File: src/rtl/row_sequencer.sv
// ---------------------------------------------------------------------------
// row_sequencer
//
// Walks the row multiplier across every output row (neuron) of one
// fully-connected layer. For each row it presents the row index, launches the
// multiplier, waits for the row sum, saturates it if the multiplier reports
// overflow, and writes it to the result buffer. A running signed argmax and a
// sticky overflow flag are kept across the layer for the top-level controller.
//
// Ports
//   clk          system clock, rising edge
//   n_rst        asynchronous active-low reset
//   start        begin a layer (only accepted while idle)
//   abort        request an early stop after the row in flight completes
//   busy         high whenever the sequencer is not idle
//   layer_done   one-cycle pulse: every row of the layer has been stored
//   aborted      one-cycle pulse: the layer was stopped early by abort
//   row_select   row index presented to the multiplier
//   begin_mult   one-cycle launch pulse to the multiplier
//   done_row     multiplier finished the row; row_result/overflow valid
//   row_result   signed row sum from the multiplier
//   overflow     row sum overflowed
//   res_wr_en    result buffer write strobe
//   res_wr_addr  result buffer address (the row index)
//   res_wr_data  stored, possibly saturated, row result
//   ovf_any      sticky: some row of this layer overflowed
//   best_row     index of the largest stored result
//   best_value   largest stored result
// ---------------------------------------------------------------------------
module row_sequencer #(
    parameter int          NUM_ROWS = 10,
    parameter logic [31:0] SAT_POS  = 32'h7FFF_FFFF,
    parameter logic [31:0] SAT_NEG  = 32'h8000_0000
) (
    input  logic        clk,
    input  logic        n_rst,
    input  logic        start,
    input  logic        abort,
    output logic        busy,
    output logic        layer_done,
    output logic        aborted,
    output logic [3:0]  row_select,
    output logic        begin_mult,
    input  logic        done_row,
    input  logic [31:0] row_result,
    input  logic        overflow,
    output logic        res_wr_en,
    output logic [3:0]  res_wr_addr,
    output logic [31:0] res_wr_data,
    output logic        ovf_any,
    output logic [3:0]  best_row,
    output logic [31:0] best_value
);

    localparam int         DATA_W   = 32;
    localparam logic [3:0] LAST_ROW = 4'(NUM_ROWS - 1);

    typedef enum logic [2:0] {IDLE, LAUNCH, WAIT, STORE, FINISH} state_t;

    state_t                    state;
    state_t                    state_next;
    logic [3:0]                cur_row;
    logic signed [DATA_W-1:0]  data_q;
    logic                      ovf_q;
    logic                      ovf_any_q;
    logic [3:0]                best_row_q;
    logic signed [DATA_W-1:0]  best_value_q;
    logic                      abort_pend;
    logic                      aborted_q;

    // An overflowed sum has wrapped, so its sign bit is the opposite of the
    // true sign: a negative-looking sum came from a positive overflow.
    function automatic logic signed [DATA_W-1:0] saturate(
        input logic signed [DATA_W-1:0] sum,
        input logic                     ovf
    );
        if (!ovf)
            return sum;
        else if (sum[DATA_W-1])
            return SAT_POS;
        else
            return SAT_NEG;
    endfunction

    always_ff @(posedge clk or negedge n_rst) begin
        if (!n_rst)
            state <= IDLE;
        else
            state <= state_next;
    end

    always_comb begin
        state_next = state;
        case (state)
            IDLE:    if (start) state_next = LAUNCH;
            LAUNCH:  state_next = WAIT;
            WAIT:    if (done_row) state_next = STORE;
            STORE: begin
                // The last row always completes the layer, even if an abort
                // arrived while it was in flight.
                if (cur_row == LAST_ROW)
                    state_next = FINISH;
                else if (abort_pend)
                    state_next = IDLE;
                else
                    state_next = LAUNCH;
            end
            FINISH:  state_next = IDLE;
            default: state_next = IDLE;
        endcase
    end

    always_ff @(posedge clk or negedge n_rst) begin
        if (!n_rst) begin
            cur_row      <= '0;
            data_q       <= '0;
            ovf_q        <= 1'b0;
            ovf_any_q    <= 1'b0;
            best_row_q   <= '0;
            best_value_q <= SAT_NEG;
            abort_pend   <= 1'b0;
            aborted_q    <= 1'b0;
        end else begin
            aborted_q <= 1'b0;
            // Abort is only remembered; the row in flight always finishes so
            // the multiplier is back in idle before this block goes idle.
            if (state != IDLE && abort)
                abort_pend <= 1'b1;
            case (state)
                IDLE: begin
                    if (start) begin
                        cur_row      <= '0;
                        ovf_any_q    <= 1'b0;
                        best_row_q   <= '0;
                        best_value_q <= SAT_NEG;
                        abort_pend   <= 1'b0;
                    end
                end
                WAIT: begin
                    if (done_row) begin
                        data_q <= saturate($signed(row_result), overflow);
                        ovf_q  <= overflow;
                    end
                end
                STORE: begin
                    ovf_any_q <= ovf_any_q | ovf_q;
                    // Row 0 seeds the argmax; strict compare keeps the lower
                    // index on ties.
                    if (cur_row == 4'd0 || data_q > best_value_q) begin
                        best_row_q   <= cur_row;
                        best_value_q <= data_q;
                    end
                    if (cur_row != LAST_ROW) begin
                        if (abort_pend)
                            aborted_q <= 1'b1;
                        else
                            cur_row <= cur_row + 4'd1;
                    end
                end
                default: ;
            endcase
        end
    end

    assign busy        = (state != IDLE);
    assign layer_done  = (state == FINISH);
    assign aborted     = aborted_q;
    assign row_select  = cur_row;
    assign begin_mult  = (state == LAUNCH);
    assign res_wr_en   = (state == STORE);
    assign res_wr_addr = cur_row;
    assign res_wr_data = data_q;
    assign ovf_any     = ovf_any_q;
    assign best_row    = best_row_q;
    assign best_value  = best_value_q;

endmodule

File: config.mk
export PLATFORM = sky130hd
export DESIGN_NAME = row_sequencer
export DESIGN_NICKNAME = d
export VERILOG_FILES = /design/src/rtl/row_sequencer.sv
export SDC_FILE = /design/constraint.sdc
export NUM_CORES = 1
export LEC_CHECK = 0
export ABC_AREA = 1
export BUFFER_PORTS_ARGS = -buffer_cell sky130_fd_sc_hd__buf_2
export CORE_MARGIN = 10
export CORE_UTILIZATION = 35
export CTS_CLUSTER_DIAMETER = 200
export DETAILED_ROUTE_END_ITERATION = 10
export HOLD_SLACK_MARGIN = 0.03
export SYNTH_ARGS = -nofsm -noshare
export SYNTH_HDL_FRONTEND = slang
export SYNTH_SLANG_ARGS = --single-unit
File: constraint.sdc
create_clock -name clk -period 3.4 [get_ports clk]
set_input_delay 0.68 -clock clk [delete_from_list [all_inputs] [get_ports clk]]
set_output_delay 0.68 -clock clk [all_outputs]
set_load 0.02 [all_outputs]
==> flow_summary.toml <==
[worst_setup_path]
start_kind = "register"
r2r_end = "best_value[17]$_DFFE_PN0P_"
worst-r2r-setup-slack_ns = 0.60
cp_data_arrival_time_ns = 3.02
critPathBufInv = 1
reg2reg_depth = 13
cp_max_fo = 37
rr_startpoint = "best_value[31]$_DFFE_PN1P_"
required_ns = 3.62
path_class = "reg2reg"
critical_path.max_stage_delay_ns = 0.54
crit_path_top_delay_cell = "dfstp_2"
crit_top_cell = "nand2_1"
endpoint_kind = "register"
crit_family = "simple AND/OR/NAND/NOR gates"
path_cells = "inv_1, ha_1, nand2_1, nor2_2, nand2_1, nor3b_2, nand2_1, nand3_1, nand3_2, nand2_4, nand2_4, nand2_1, nand2_1"

[power]
pwr-share-comb_pct = 49.9
p_leak_nw = 2.94
power.total_mw = 5.09
switchingPower_mw = 2.39
power_density_nw_per_um2 = 996
seqPwrFrac_pct = 32.9
swShare_pct = 46.9
power.share.clock_pct = 17.2
cellInternalPower_mw = 2.71
vdd_drop_max_mv = 0.524

[drt]
via_per_inst = 4.80
dr.pass1.iters = 4
wl_mm = 11.6
vias = 3683
ant_nets = 0
drtIter0Drc = 171
routedWlPerCell_um = 15.2
drc = 0

[clock_network]
cts_hold_buffers = 0
post_cts_buffers = 0
path_clk_slew_ns = 0.06
clk_path_buf_depth = 2
clock_latency_ns = 0.34
cts_resized = 0
h-tree-depth = 3
cts_root_buf = "clkbuf_16"
cts_tree = "yes"
cts_buffers = 9
cts_sinks = 79

[logic_synthesis]
synth.ff_latch_count = 79
synthCells = 507
yosysWarnings = 0
synth_cell_types = 29
netlist_area_um2 = 4140
syn-num-nets = 580
ys_seq_area_share_pct = 47.7
avgSynthCellArea_um2 = 8.17

[floorplanning]
rows = 39
initial_core_util_pct = 36.0
die-area_um2 = 16600
die_w_um = 129
fp.dieH_um = 129
core_area_um2 = 11500
num_io_pins = 120

[status]
status = "completed"

[place]
dpl_cell_area_um2 = 4850
gp_congestion = 0.774
hpwl_mm = 8.63
port_buffers = 119

[global_routing]
track_usage_pct = 14.3
antenna_found_initial = 0
grt_pass1_vias = 3848
grt_remaining_overflow = 0
grt_max_degree = 80
grt_pass1_wl_mm = 19.1

[finish]
final_nets = 692
mostFrequentLayoutCell = "nand2_1"
synthToLayoutAreaGrowth_pct = 23.3
design_area_um2 = 5110
final_cell_mix = "nand2_1 (179), buf_2 (118), dfrtp_1 (78), nand3_1 (76), inv_1 (53)"
antenna_cells = 0
drive_above_1_share_pct = 23.2

[sta]
finalHoldViolCount = 0
maxSlewHeadroom_pct = 33.6
timing.final.crit_share_pct = 82.3
finalClockSkew_ns = 0.00816
tns_ns = 0
max_freq_mhz = 357
maxSlewViolCount = 0
setup_violations = 0
rsz0062_at_grt = "no"
min_period_ns = 2.80
whs_ns = 0.479
tightestPinTransition_ns = 0.997

[hold_path]
hold-path-cell-count = 2
whs_endpoint = "best_row[3]$_DFFE_PN0P_"
hp-start = "best_row[3]$_DFFE_PN0P_"
hp-class = "reg2reg"

[job]
cap_violations = 0
-- stage by stage --
stage	cells	utilization, %	setup slack, ns
floorplan	507	-	1.21
CTS	767	44.4	0.578
detailed placement	751	42.1	0.593
global placement	751	42.1	0.763
finish	767	44.4	0.601
global route	767	44.4	0.376
-- worst reg2reg max path: cells and delay by family, from the launching register on --
family	cells	cell delay, ns
and+or+nand+nor	11	1.76
DFF	1	0.54
adders and majority gates	1	0.33
buffers and inverters	1	0.04
-- sequential cells by signal, indices dropped and copies added, names as in the netlist --
register     count
best_value      32
ovf_q            1
aborted          1
res_wr_data     32
ovf_any          1
abort_pend       1
best_row         4
state            3
res_wr_addr      4
-- cell type report --
class | instances | area (um^2)
Fill cell | 1191 | 6400
Sequential cell | 79 | 1980
Multi-Input combinational cell | 351 | 1840
Timing Repair Buffer | 124 | 648
Clock buffer | 15 | 258
Inverter | 54 | 203
Tap cell | 143 | 179
Clock inverter | 1 | 5.00
-- synthesized netlist by cell type --
cell type / number / share of area [%]
nand2_1: 179 / 16
dfrtp_1: 78 / 47
nand3_1: 76 / 9.2
inv_1: 53 / 4.8
ha_1: 35 / 11
a21oi_1: 19 / 2.3
nor2_1: 14 / 1.3
clkbuf_1: 12 / 1.1
o21ai_0: 8 / 0.97
buf_4: 6 / 1.1
buf_6: 3 / 0.82
nand4_1: 3 / 0.45
a21o_1: 2 / 0.36
nand2_4: 2 / 0.54
nor3_1: 2 / 0.24
o21a_1: 2 / 0.36
a31oi_1: 1 / 0.15
buf_1: 1 / 0.090
buf_2: 1 / 0.12
dfstp_2: 1 / 0.63
inv_2: 1 / 0.090
nand3_2: 1 / 0.24
nor2_2: 1 / 0.15
nor3b_1: 1 / 0.18
nor3b_2: 1 / 0.30
o211ai_1: 1 / 0.18
o22ai_1: 1 / 0.15
or2_2: 1 / 0.15
xnor2_1: 1 / 0.21
-- worst max-delay path by stage --
stage	startpoint	to	slack, ns	cells past startpoint
2_1_floorplan	best_value[31]$_DFFE_PN1P_	best_value[25]$_DFFE_PN0P_	1.21	14
3_3_place_gp	best_value[31]$_DFFE_PN1P_	best_row[0]$_DFFE_PN0P_	0.76	13
3_5_place_dp	best_value[31]$_DFFE_PN1P_	best_value[1]$_DFFE_PN0P_	0.59	13
4_1_cts	best_value[31]$_DFFE_PN1P_	best_value[29]$_DFFE_PN0P_	0.58	13
5_1_grt	best_value[31]$_DFFE_PN1P_	best_value[26]$_DFFE_PN0P_	0.38	13
6_report	best_value[31]$_DFFE_PN1P_	best_value[17]$_DFFE_PN0P_	0.60	13
-- logic make-up (layout without fill, tap and decap cells) --
| logic type | Yosys count | in the layout | synth area share, % |
|---|---|---|---|
| XOR/XNOR | 1 | 1 | 0.211 |
| AO/OA/AOI/OAI | 34 | 34 | 4.47 |
| flip-flops | 79 | 79 | 47.7 |
| buffers and inverters | 77 | 194 | 8.09 |
| AND/OR/NAND/NOR | 281 | 281 | 28.9 |
| adder cells (fa/ha/maj) | 35 | 35 | 10.6 |
-- layer usage --
layer / up-vias / GRT usage [%] / share of wire (%)
met4: 0 / 4.88 / 1.4
met1: 1726 / 17.1 / 45
met2: 98 / 23.4 / 46
met3: 15 / 4.97 / 7.7
met5: - / 0 / 0
li1: 1844 / - / -
-- power groups by stage --
| stage | Clock [mW] | Sequential, mW | Combinational, mW |
|---|---|---|---|
| after floorplan | 0 | 1.99 | 1.45 |
| final | 0.875 | 1.68 | 2.54 |
| after detailed placement | 0 | 1.69 | 2.59 |
| after global routing | 0.940 | 1.74 | 2.89 |
| after global placement | 0 | 1.68 | 2.52 |
| after CTS | 0.900 | 1.67 | 2.60 |
Power figures use the tool's default switching activity.
